[src/rtl/booth_seq_ctrl.sv]
// Radix-2 Booth sequencer: counter-driven FSM issuing load/clear/add/sub/shift strobes to an external A:B:Q-1 datapath.
// Optional BOOTH_SEQ_FASTSHIFT_EN: no-op iterations ({M,MP}=00/11) shift directly from EVAL, skipping SHIFT.
module booth_seq_ctrl #(
  parameter int WIDTH = 8,
  localparam int CW = $clog2(WIDTH + 1)
) (
  input  logic          Clk,
  input  logic          Reset,
  input  logic          Run,
  input  logic          ClearA_LoadB,
  input  logic          M,
  input  logic          MP,
  output logic          load,
  output logic          clear_acc,
  output logic          add,
  output logic          sub,
  output logic          shift,
  output logic          busy,
  output logic          done,
  output logic [CW-1:0] iter
);

  typedef enum logic [2:0] {
    S_IDLE  = 3'd0,
    S_CLR   = 3'd1,
    S_EVAL  = 3'd2,
    S_SHIFT = 3'd3,
    S_DONE  = 3'd4
  } state_t;

  state_t          r_state;
  state_t          w_next;
  logic [CW-1:0]   r_iter;
  logic [CW-1:0]   w_iter_nxt;
  logic [CW-1:0]   w_iter_inc;
  logic            w_last;
  logic            w_load;
  logic            w_clear;
  logic            w_add;
  logic            w_sub;
  logic            w_shift;
  logic            w_busy;
  logic            w_done;

  // Counter saturates at WIDTH so a stray increment can never wrap it.
  assign w_iter_inc = (r_iter == CW'(WIDTH)) ? r_iter : r_iter + 1'b1;
  assign w_last     = (r_iter == CW'(WIDTH - 1));

  always_ff @(posedge Clk) begin
    if (Reset) begin
      r_state <= S_IDLE;
      r_iter  <= '0;
    end else begin
      r_state <= w_next;
      r_iter  <= w_iter_nxt;
    end
  end

  always_comb begin
    w_next     = r_state;
    w_iter_nxt = r_iter;
    w_load     = 1'b0;
    w_clear    = 1'b0;
    w_add      = 1'b0;
    w_sub      = 1'b0;
    w_shift    = 1'b0;
    w_busy     = 1'b0;
    w_done     = 1'b0;
    case (r_state)
      S_IDLE: begin
        w_load = ClearA_LoadB & ~Run;
        if (Run) w_next = S_CLR;
      end
      S_CLR: begin
        w_busy     = 1'b1;
        w_clear    = 1'b1;
        w_iter_nxt = '0;
        w_next     = S_EVAL;
      end
      S_EVAL: begin
        w_busy = 1'b1;
        w_sub  = M & ~MP;
        w_add  = ~M & MP;
        w_next = S_SHIFT;
`ifdef BOOTH_SEQ_FASTSHIFT_EN
        if (M == MP) begin
          w_shift    = 1'b1;
          w_iter_nxt = w_iter_inc;
          w_next     = w_last ? S_DONE : S_EVAL;
        end
`endif
      end
      S_SHIFT: begin
        w_busy     = 1'b1;
        w_shift    = 1'b1;
        w_iter_nxt = w_iter_inc;
        w_next     = w_last ? S_DONE : S_EVAL;
      end
      S_DONE: begin
        w_done = 1'b1;
        w_load = ClearA_LoadB & ~Run;
        if (!Run) w_next = S_IDLE;
      end
      default: w_next = S_IDLE;
    endcase
  end

  // Outputs are squashed while Reset is high so no strobe leaks in the reset cycle.
  assign load      = w_load  & ~Reset;
  assign clear_acc = w_clear & ~Reset;
  assign add       = w_add   & ~Reset;
  assign sub       = w_sub   & ~Reset;
  assign shift     = w_shift & ~Reset;
  assign busy      = w_busy  & ~Reset;
  assign done      = w_done  & ~Reset;
  assign iter      = Reset ? '0 : r_iter;

endmodule
[config.mk]
export PLATFORM = sky130hd
export DESIGN_NAME = booth_seq_ctrl
export DESIGN_NICKNAME = d
export VERILOG_FILES = /design/src/rtl/booth_seq_ctrl.sv
export SDC_FILE = /design/constraint.sdc
export NUM_CORES = 1
export LEC_CHECK = 0
export CAP_MARGIN = 20
export CORE_AREA = 2 2 39 41
export DETAILED_ROUTE_END_ITERATION = 10
export DIE_AREA = 0 0 41 43
export PLACE_DENSITY = 0.65
export SLEW_MARGIN = 15
export SYNTH_ARGS = -nofsm -noshare
export SYNTH_HDL_FRONTEND = slang
export SYNTH_SLANG_ARGS = --single-unit
export TNS_END_PERCENT = 20
[constraint.sdc]
create_clock -name Clk -period 1.9 [get_ports Clk]
set_input_delay 0.285 -clock Clk [delete_from_list [all_inputs] [get_ports Clk]]
set_output_delay 0.285 -clock Clk [all_outputs]
set_load 0.005 [all_outputs]
==> results of run 1 <==
## through the flow
| stage | hold slack (ps) | std cells | worst slack (ps) |
|---|---|---|---|
| 6_report | 476 | 94 | 125 |
| 5_1_grt | 491 | 94 | 38.4 |
| 4_1_cts | 539 | 92 | -121 |
| 3_5_place_dp | 531 | 88 | -143 |
| 3_3_place_gp | 522 | 88 | -149 |
| 2_1_floorplan | 411 | 54 | 680 |
## cell type report
| class | count | area share [%] |
|---|---|---|
| timing repair buffer | 23 | 31.0 |
| inverter | 3 | 1.59 |
| tap | 16 | 2.82 |
| clock buffer | 4 | 3.70 |
| sequential | 7 | 20.3 |
| multi-input combinational | 41 | 40.6 |
## report_power, final
part           internal [mW]  leakage, nW  total, mW  switching, mW
clock network         0.0799       0.0150      0.131         0.0510
logic                 0.0421        0.256     0.0698         0.0277
registers              0.151       0.0575      0.156        0.00409
## worst max path at each step
stage / cells after the start / end / startpoint
after global placement: 5 / sub / Reset
after detailed placement: 5 / sub / Reset
after floorplan: 3 / clear_acc / r_state[0]$_SDFFE_PP0P_
after CTS: 5 / load / Reset
final: 4 / shift / r_state[2]$_SDFFE_PP0P_
after global routing: 4 / shift / r_state[2]$_SDFFE_PP0P_
## cells in the mapped netlist
cell type  number  area (um^2)
nor2b_1         5         31.3
inv_1           3         11.3
mux2i_1         2         20.0
nor3_1          1         5.00
and3b_1         1         8.76
dfxtp_1         7          140
buf_2           1         5.00
or2_2           1         6.26
and3_1          1         6.26
nand2_1         6         22.5
nand3_1         2         10.0
a31oi_1         1         6.26
nor2_1          3         11.3
buf_4           1         7.51
a32o_1          1         10.0
clkbuf_1        1         3.75
o21a_1          1         7.51
nor4b_1         2         17.5
a21boi_0        1         7.51
o21ai_0         1         5.00
ha_1            2         25.0
or3b_1          2         17.5
o21ai_1         2         10.0
nor4b_2         1         15.0
o41ai_1         1         8.76
and2_1          1         6.26
nand2b_1        2         12.5
nor4_1          1         6.26
## critical path: cells and delay by family (launching register included)
| family | cells | cell delay [ps] |
|---|---|---|
| and+or+nand+nor | 2 | 280 |
| buffers and inverters | 2 | 620 |
| DFF | 1 | 340 |
## flip-flops by register name (all words and copies together), names as in the netlist
signal / cells
r_iter: 4
r_state: 3
## kinds of logic after synthesis
| logic type | share of synthesized area (%) |
|---|---|
| and+or+nand+nor | 39.7 |
| muxes | 4.51 |
| buffers and inverters | 6.20 |
| DFF | 31.5 |
| adders and majority gates | 5.63 |
| AOI/OAI and AO/OA | 12.4 |
## repair_timing
| item | CTS | global route |
|---|---|---|
| buffers inserted | 0 | 2 |
| pin swaps | 0 | 1 |
| setup endpoints to repair | 7 | 8 |
| gates resized for setup | 6 | 6 |
| gates cloned | 0 | 0 |
## layer usage
metal / vias to the layer above / wire (um) / share of wire [%] / GRT usage (%)
met2: 15 / 464 / 49 / 19.7
li1: 237 / - / - / -
met3: 0 / 64 / 6.7 / 9.42
met5: - / 0 / 0 / 0
met4: 0 / 0 / 0 / 4.00
met1: 191 / 426 / 45 / 15.9
==> impl_metrics.tcl, run 1 <==
set metrics [dict create \
    overflow 0 \
    min_period_ps 1780 \
    r2r-start "r_state[1]$_SDFFE_PP0P_" \
    gp_congestion 0.678 \
    htreeDepth 1 \
    seqCellArea_um2 144 \
    r2r_setup_slack_ps 720 \
    yosysWarnings 0 \
    drive_gt1_share_pct 20.5 \
    grt_start_max_net_pins 12 \
    cp-start-kind "flop" \
    slowest_delay_ps 490 \
    timing.critical_path.cells "nor2_2, buf_4, and3_1, clkdlybuf4s50_1" \
    die_h_um 43 \
    rows 14 \
    drt_first_pass_iters 2 \
    ys_types 28 \
    final_cell_mix "clkdlybuf4s50_1, nand2_1, buf_4, dfxtp_1, nor2b_1" \
    postSynthCellCount 54 \
    hold_viol 0 \
    antenna_found_initial 0 \
    skew_ps 3.24 \
    numClockSinks 7 \
    finalNetCount 87 \
    cp.arrival_ps 1490 \
    die_area_um2 1760 \
    areaGrowthSynthToFinish_pct 59.7 \
    hold_end "r_state[1]$_SDFFE_PP0P_" \
    holdCritStartpoint "r_state[1]$_SDFFE_PP0P_" \
    peakVddDrop_v 0.000435 \
    final_util_pct 51.3 \
    timing.fmax_ghz 0.563 \
    max_slew_margin_pct 77.7 \
    multiInputGateArea_um2 288 \
    final_common_cell "clkdlybuf4s50_1" \
    drtIter0Drc 10 \
    final_cell_area_um2 709 \
    vias 443 \
    wl_um 954 \
    cts_tree "built" \
    r2r_cells 4 \
    crit_type "flop to primary output" \
    ios 17 \
    power_uw 356 \
    regToRegEndpoint "r_iter[3]$_SDFFE_PP0P_" \
    grt.total_usage_pct 13.7 \
    cp_max_fo 5 \
    cp-end-kind "primary output" \
    ys_seq_area_share_pct 31.5 \
    synth_seq_cells 7 \
    status "complete, no violations" \
    numCtsBuffers 3 \
    setup_tns_ps 0 \
    min_path_type "flop to flop" \
    fin_crit_sh_pct 93.4 \
    rsz0062_at_grt "no" \
    n_antenna_cell 0 \
    grt_pass1_wl_um 1570 \
    synth_fp_nets 62 \
    core_area_um2 1380 \
    whs_path_depth 1 \
    max_cap_viol_count 0 \
    io_buffers 16 \
    power_leakage_nw 0.329 \
    die_w_um 41 \
    clockBufferDepth 2 \
    worst-slew-pin-transition_ps 333 \
    worst_ep_required_time_ps 1620 \
    postRouteAntennaNets 0 \
    grt_pass1_vias 384 \
    syn_area_per_cell_um2 8.23 \
    viasPerCell 4.71 \
    clkLatencyLatePin_ps 250 \
    fillers 133 \
    avgRoutedWirePerCell_um 10.1 \
    crit_slowest_cell "clkdlybuf4s50_1" \
    drc 0 \
    clockRootBuffer "clkbuf_4" \
    ctsHoldBuffers 0 \
    clk_pin_slew_worst_paths_ps 50 \
    place_area_um2 646 \
    setup_viol 0 \
    start_util_pct 32.1 \
    place_hpwl_um 753 \
    power.density_nw_per_um2 502 \
    final_max_slew_viol_count 0 \
    syn_area_um2 444 \
]
No activity file was read; power rests on OpenSTA's default activity.
==> inputs of run 2 (changes only) <==
Settings changed: ABC_CLOCK_PERIOD_IN_PS set to 1900, RECOVER_POWER set to 50.
==> run 2 against run 1 <==
Net effect: clock power about the same; critical path type unchanged; count of clock-buffer cells in the layout is the same; flip-flop and latch count unchanged; largest power group unchanged; critical endpoint unchanged.
==> impl_metrics.tcl, run 2 (same netlist as run 1, synthesis figures left out) <==
set metrics [dict create \
    status "complete, no violations" \
    worst-slew-pin-transition_ps 503 \
    io_buffers 16 \
    layout.cells.non_filler 94 \
    clk_pin_slew_worst_paths_ps 50 \
    avgRoutedWirePerCell_um 10.1 \
    grt.total_usage_pct 13.7 \
    grt_pass1_wl_um 1570 \
    grt_start_max_net_pins 12 \
    viasPerCell 4.77 \
    rows 14 \
    pre_cts_ws_ps -143 \
    slowest_delay_ps 490 \
    min_period_ps 1780 \
    cp.arrival_ps 1490 \
    min_path_type "input pin to flop" \
    vias 448 \
    cp-end-kind "primary output" \
    drt-met1-wl_um 421 \
    final.setup.worst_slack_ps 122 \
    ios 17 \
    skew_ps 4.17 \
    rsz0062_at_grt "no" \
    highest-signal-layer "met3" \
    timing.fmax_ghz 0.563 \
    max_cap_viol_count 0 \
    setup_tns_ps 0 \
    crit_slowest_cell "clkdlybuf4s50_1" \
    power.density_nw_per_um2 508 \
    start_util_pct 32.1 \
    hold_ws_ps 506 \
    setup_viol 0 \
    max_slew_margin_pct 66.1 \
    finalNetCount 87 \
    overflow 0 \
    power_uw 356 \
    core_area_um2 1380 \
    cp-start-kind "flop" \
    numPlacedInstances 88 \
    antenna_found_initial 0 \
    n_antenna_cell 0 \
    wl_um 946 \
    final_max_slew_viol_count 0 \
    cts_tree "built" \
    htreeDepth 1 \
    die_w_um 41 \
    worst_ep_required_time_ps 1620 \
    clockBufferDepth 2 \
    clkLatencyLatePin_ps 250 \
    power_leakage_nw 0.306 \
    r2r_cells 4 \
    drive_gt1_share_pct 17.9 \
    grt_pass1_vias 384 \
    crit_type "flop to primary output" \
    final_cell_mix "clkdlybuf4s50_1, dfxtp_1, nand2_1" \
    die_area_um2 1760 \
    gp_congestion 0.678 \
    drt_first_pass_iters 3 \
    areaGrowthSynthToFinish_pct 57.5 \
    drtIter0Drc 11 \
    cp_max_fo 5 \
    timing.critical_path.cells "nor2_2, buf_4, and3_1, clkdlybuf4s50_1" \
    largestRegisters "r_iter x4, r_state x3" \
    largest_reg_flops 4 \
    die_h_um 43 \
    peakVddDrop_v 0.000440 \
    place_hpwl_um 753 \
    fin_crit_sh_pct 93.6 \
    final_common_cell "clkdlybuf4s50_1" \
    dr_wl_met2_um 457 \
    postRouteAntennaNets 0 \
    clockRootBuffer "clkbuf_4" \
    top_register "r_iter" \
    numCtsBuffers 3 \
    hold_viol 0 \
    numClockSinks 7 \
    drc 0 \
    whs_path_depth 5 \
    met3_length_um 67 \
]
## run 2: cell count changes in the layout (fill, tap and decap cells not counted)
cell / delta
o21ai_1: -1
and2_1: -1
dfxtp_1: +1
and2_0: +1
o21ai_0: +1
clkdlybuf4s25_1: +1
buf_4: -1
dlymetal6s2s_1: -1
dfxtp_4: -1
clkbuf_1: +1
## run 2: cell type report
class | count | area, um^2
fill | 136 | 684
inverter | 3 | 11.3
tap | 16 | 20.0
multi-input combinational | 41 | 288
timing repair buffer | 23 | 214
sequential | 7 | 140
clock buffer | 4 | 26.3
## run 2: worst max-delay path, delay by kind of cell, from the launching register on
family | cells | cell delay [ps]
and+or+nand+nor | 2 | 280
buffers and inverters | 2 | 620
DFF | 1 | 340
## run 2: power by group
part           switching [mW]  internal [mW]
sequential            0.00396          0.151
clock                  0.0522         0.0800
combinational          0.0275         0.0405
total                  0.0837          0.272
## run 2: repair_timing
item	CTS	global route
hold buffers	0	0
setup endpoints to repair	7	8
resized for setup	6	6
buffers inserted	0	2
pin swaps	0	1
endpoints found under the hold margin	0	0
## run 2: worst paths after layout
kind                                           endpoint               startpoint  slack, ps
worst min register to register   r_iter[2]$_SDFFE_PP0P_   r_iter[2]$_SDFFE_PP0P_        530
worst max-delay path                              shift  r_state[2]$_SDFFE_PP0P_        120
worst max register to register   r_iter[2]$_SDFFE_PP0P_  r_state[1]$_SDFFE_PP0P_        530
worst min-delay path            r_state[0]$_SDFFE_PP0P_                    Reset        510
## run 2: per-stage QoR
step | cell area, um^2 | util, %
after floorplan | 444 | -
after global placement | 646 | 46.7
after detailed placement | 646 | 46.7
after CTS | 678 | 49.0
after global routing | 699 | 50.5
final | 699 | 50.5
## run 2: metal layers
layer	track usage, %	vias up
met5	0	-
li1	-	238
met4	4.00	0
met3	9.42	0
met1	15.9	195
met2	19.7	15
==> inputs of run 3 (changes only) <==
Settings changed: CORE_AREA 2 2 39 41 to unset, CORE_MARGIN set to 2, CORE_UTILIZATION set to 30, DIE_AREA 0 0 41 43 to unset, PLACE_DENSITY 0.65 to 0.59.
==> run 3 against run 2 <==
Net effect: die area grew 2.4%; critical path type unchanged; wire length increased by 3.8%; via count increased by 2.0%; maximum frequency shrank 0.82%; flip-flop and latch count is the same.
==> impl_metrics.tcl, run 3 (same netlist as run 1, synthesis figures left out) <==
set metrics [dict create \
    areaGrowthSynthToFinish_pct 61.4 \
    grt_pass1_vias 389 \
    n_antenna_cell 0 \
    htreeDepth 1 \
    core_area_um2 1350 \
    numClockSinks 7 \
    fillers 139 \
    min_period_ps 1790 \
    r2r_cells 5 \
    overflow 0 \
    cp-end-kind "primary output" \
    r2r_setup_slack_ps 590 \
    worst-slew-pin-transition_ps 498 \
    grt.total_usage_pct 11.8 \
    wl_um 982 \
    grt_pass1_wl_um 1650 \
    clockRootBuffer "clkbuf_4" \
    crit_start "r_state[2]$_SDFFE_PP0P_" \
    gp_congestion 0.683 \
    regToRegEndpoint "r_iter[0]$_SDFFE_PP0P_" \
    postRouteAntennaNets 0 \
    drtIter0Drc 4 \
    cp_max_fo 5 \
    top_register "r_iter" \
    ios 17 \
    vias 457 \
    drc 0 \
    cp.arrival_ps 1510 \
    cp-start-kind "flop" \
    setup_tns_ps 0 \
    crit_type "flop to primary output" \
    cp-endpoint "shift" \
    final_common_cell "clkdlybuf4s50_1" \
    antenna_found_initial 0 \
    cts_tree "built" \
    largestRegisters "r_iter x4, r_state x3" \
    min_path_type "input pin to flop" \
    drive_gt1_share_pct 20.3 \
    numCtsBuffers 3 \
    finalNetCount 88 \
    place_hpwl_um 753 \
    slowest_delay_ps 490 \
    drt_first_pass_iters 3 \
    worst_ep_required_time_ps 1620 \
    final_max_slew_viol_count 0 \
    grt_start_max_net_pins 11 \
    setup_viol 0 \
    rows 13 \
    final_cell_mix "clkdlybuf4s50_1, nand2_1, buf_4" \
    power.density_nw_per_um2 510 \
    clockBufferDepth 2 \
    timing.critical_path.cells "nor2_1, buf_4, and3_1, clkdlybuf4s50_1" \
    power_leakage_nw 0.340 \
    die_h_um 42.5 \
    viasPerCell 4.86 \
    largest_reg_flops 4 \
    power_uw 366 \
    max_cap_viol_count 0 \
    r2r-start "r_iter[0]$_SDFFE_PP0P_" \
    clk_pin_slew_worst_paths_ps 60 \
    io_buffers 16 \
    fin_crit_sh_pct 94.3 \
    die_w_um 42.5 \
    max_slew_margin_pct 66.5 \
    peakVddDrop_v 0.000388 \
    skew_ps 6.52 \
    status "complete, no violations" \
    clkLatencyLatePin_ps 260 \
    crit_slowest_cell "clkdlybuf4s50_1" \
    avgRoutedWirePerCell_um 10.4 \
    hold_viol 0 \
    rsz0062_at_grt "no" \
    die_area_um2 1800 \
    timing.fmax_ghz 0.558 \
    start_util_pct 32.9 \
]
run 3: cell type report:
type / instances / area [um^2] / share of cell area (%)
Sequential cell: 7 / 145 / 20.2
Multi-Input combinational cell: 41 / 294 / 41.0
Timing Repair Buffer: 24 / 221 / 30.9
Tap cell: 15 / 18.8 / 2.62
Clock buffer: 4 / 26.3 / 3.66
Inverter: 3 / 11.3 / 1.57
run 3: how the worst min path moves through the flow:
stage	endpoint	slack (ps)	cells after the start	startpoint
3_3_place_gp	r_iter[3]$_SDFFE_PP0P_	520	2	r_iter[3]$_SDFFE_PP0P_
3_5_place_dp	r_iter[2]$_SDFFE_PP0P_	530	1	r_iter[2]$_SDFFE_PP0P_
5_1_grt	r_state[0]$_SDFFE_PP0P_	510	5	Reset
6_report	r_state[0]$_SDFFE_PP0P_	470	5	Reset
2_1_floorplan	r_state[2]$_SDFFE_PP0P_	410	1	Run
4_1_cts	r_iter[2]$_SDFFE_PP0P_	540	1	r_iter[2]$_SDFFE_PP0P_
run 3: timing repair:
| action | in CTS | in global routing |
|---|---|---|
| setup buffers | 0 | 3 |
| pin swaps | 0 | 1 |
| endpoints found under the hold margin | 0 | 0 |
| gates resized for setup | 6 | 10 |
| gates cloned | 0 | 0 |
| hold buffers | 0 | 0 |
| setup endpoints to repair | 8 | 5 |
run 3: critical path, delay by kind of cell, from the launching register on:
family / cells / cell delay, ps
flops: 1 / 330
simple gates: 2 / 280
buf+inv: 2 / 630
run 3: per-layer routing:
| metal | track usage, % | vias up | routed length, um |
|---|---|---|---|
| li1 | - | 240 | - |
| met1 | 15.3 | 209 | 474 |
| met2 | 18.5 | 8 | 454 |
| met3 | 6.47 | 0 | 53 |
| met4 | 0 | 0 | 0 |
| met5 | 0 | - | 0 |
run 3: where the power goes:
part	switching, mW	internal (mW)
sequential	0.00601	0.151
combinational	0.0277	0.0418
clock	0.0584	0.0804
run 3: metrics by stage:
| stage | setup WS, ps | cells | util (%) | hold WS (ps) | instance area [um^2] |
|---|---|---|---|---|---|
| 2_1_floorplan | 680 | 54 | - | 411 | 444 |
| 3_3_place_gp | -121 | 87 | 47.7 | 522 | 644 |
| 3_5_place_dp | -133 | 87 | 47.7 | 528 | 644 |
| 4_1_cts | -135 | 91 | 49.4 | 536 | 667 |
| 5_1_grt | 8.02 | 94 | 53.1 | 513 | 717 |
| 6_report | 108 | 94 | 53.1 | 467 | 717 |
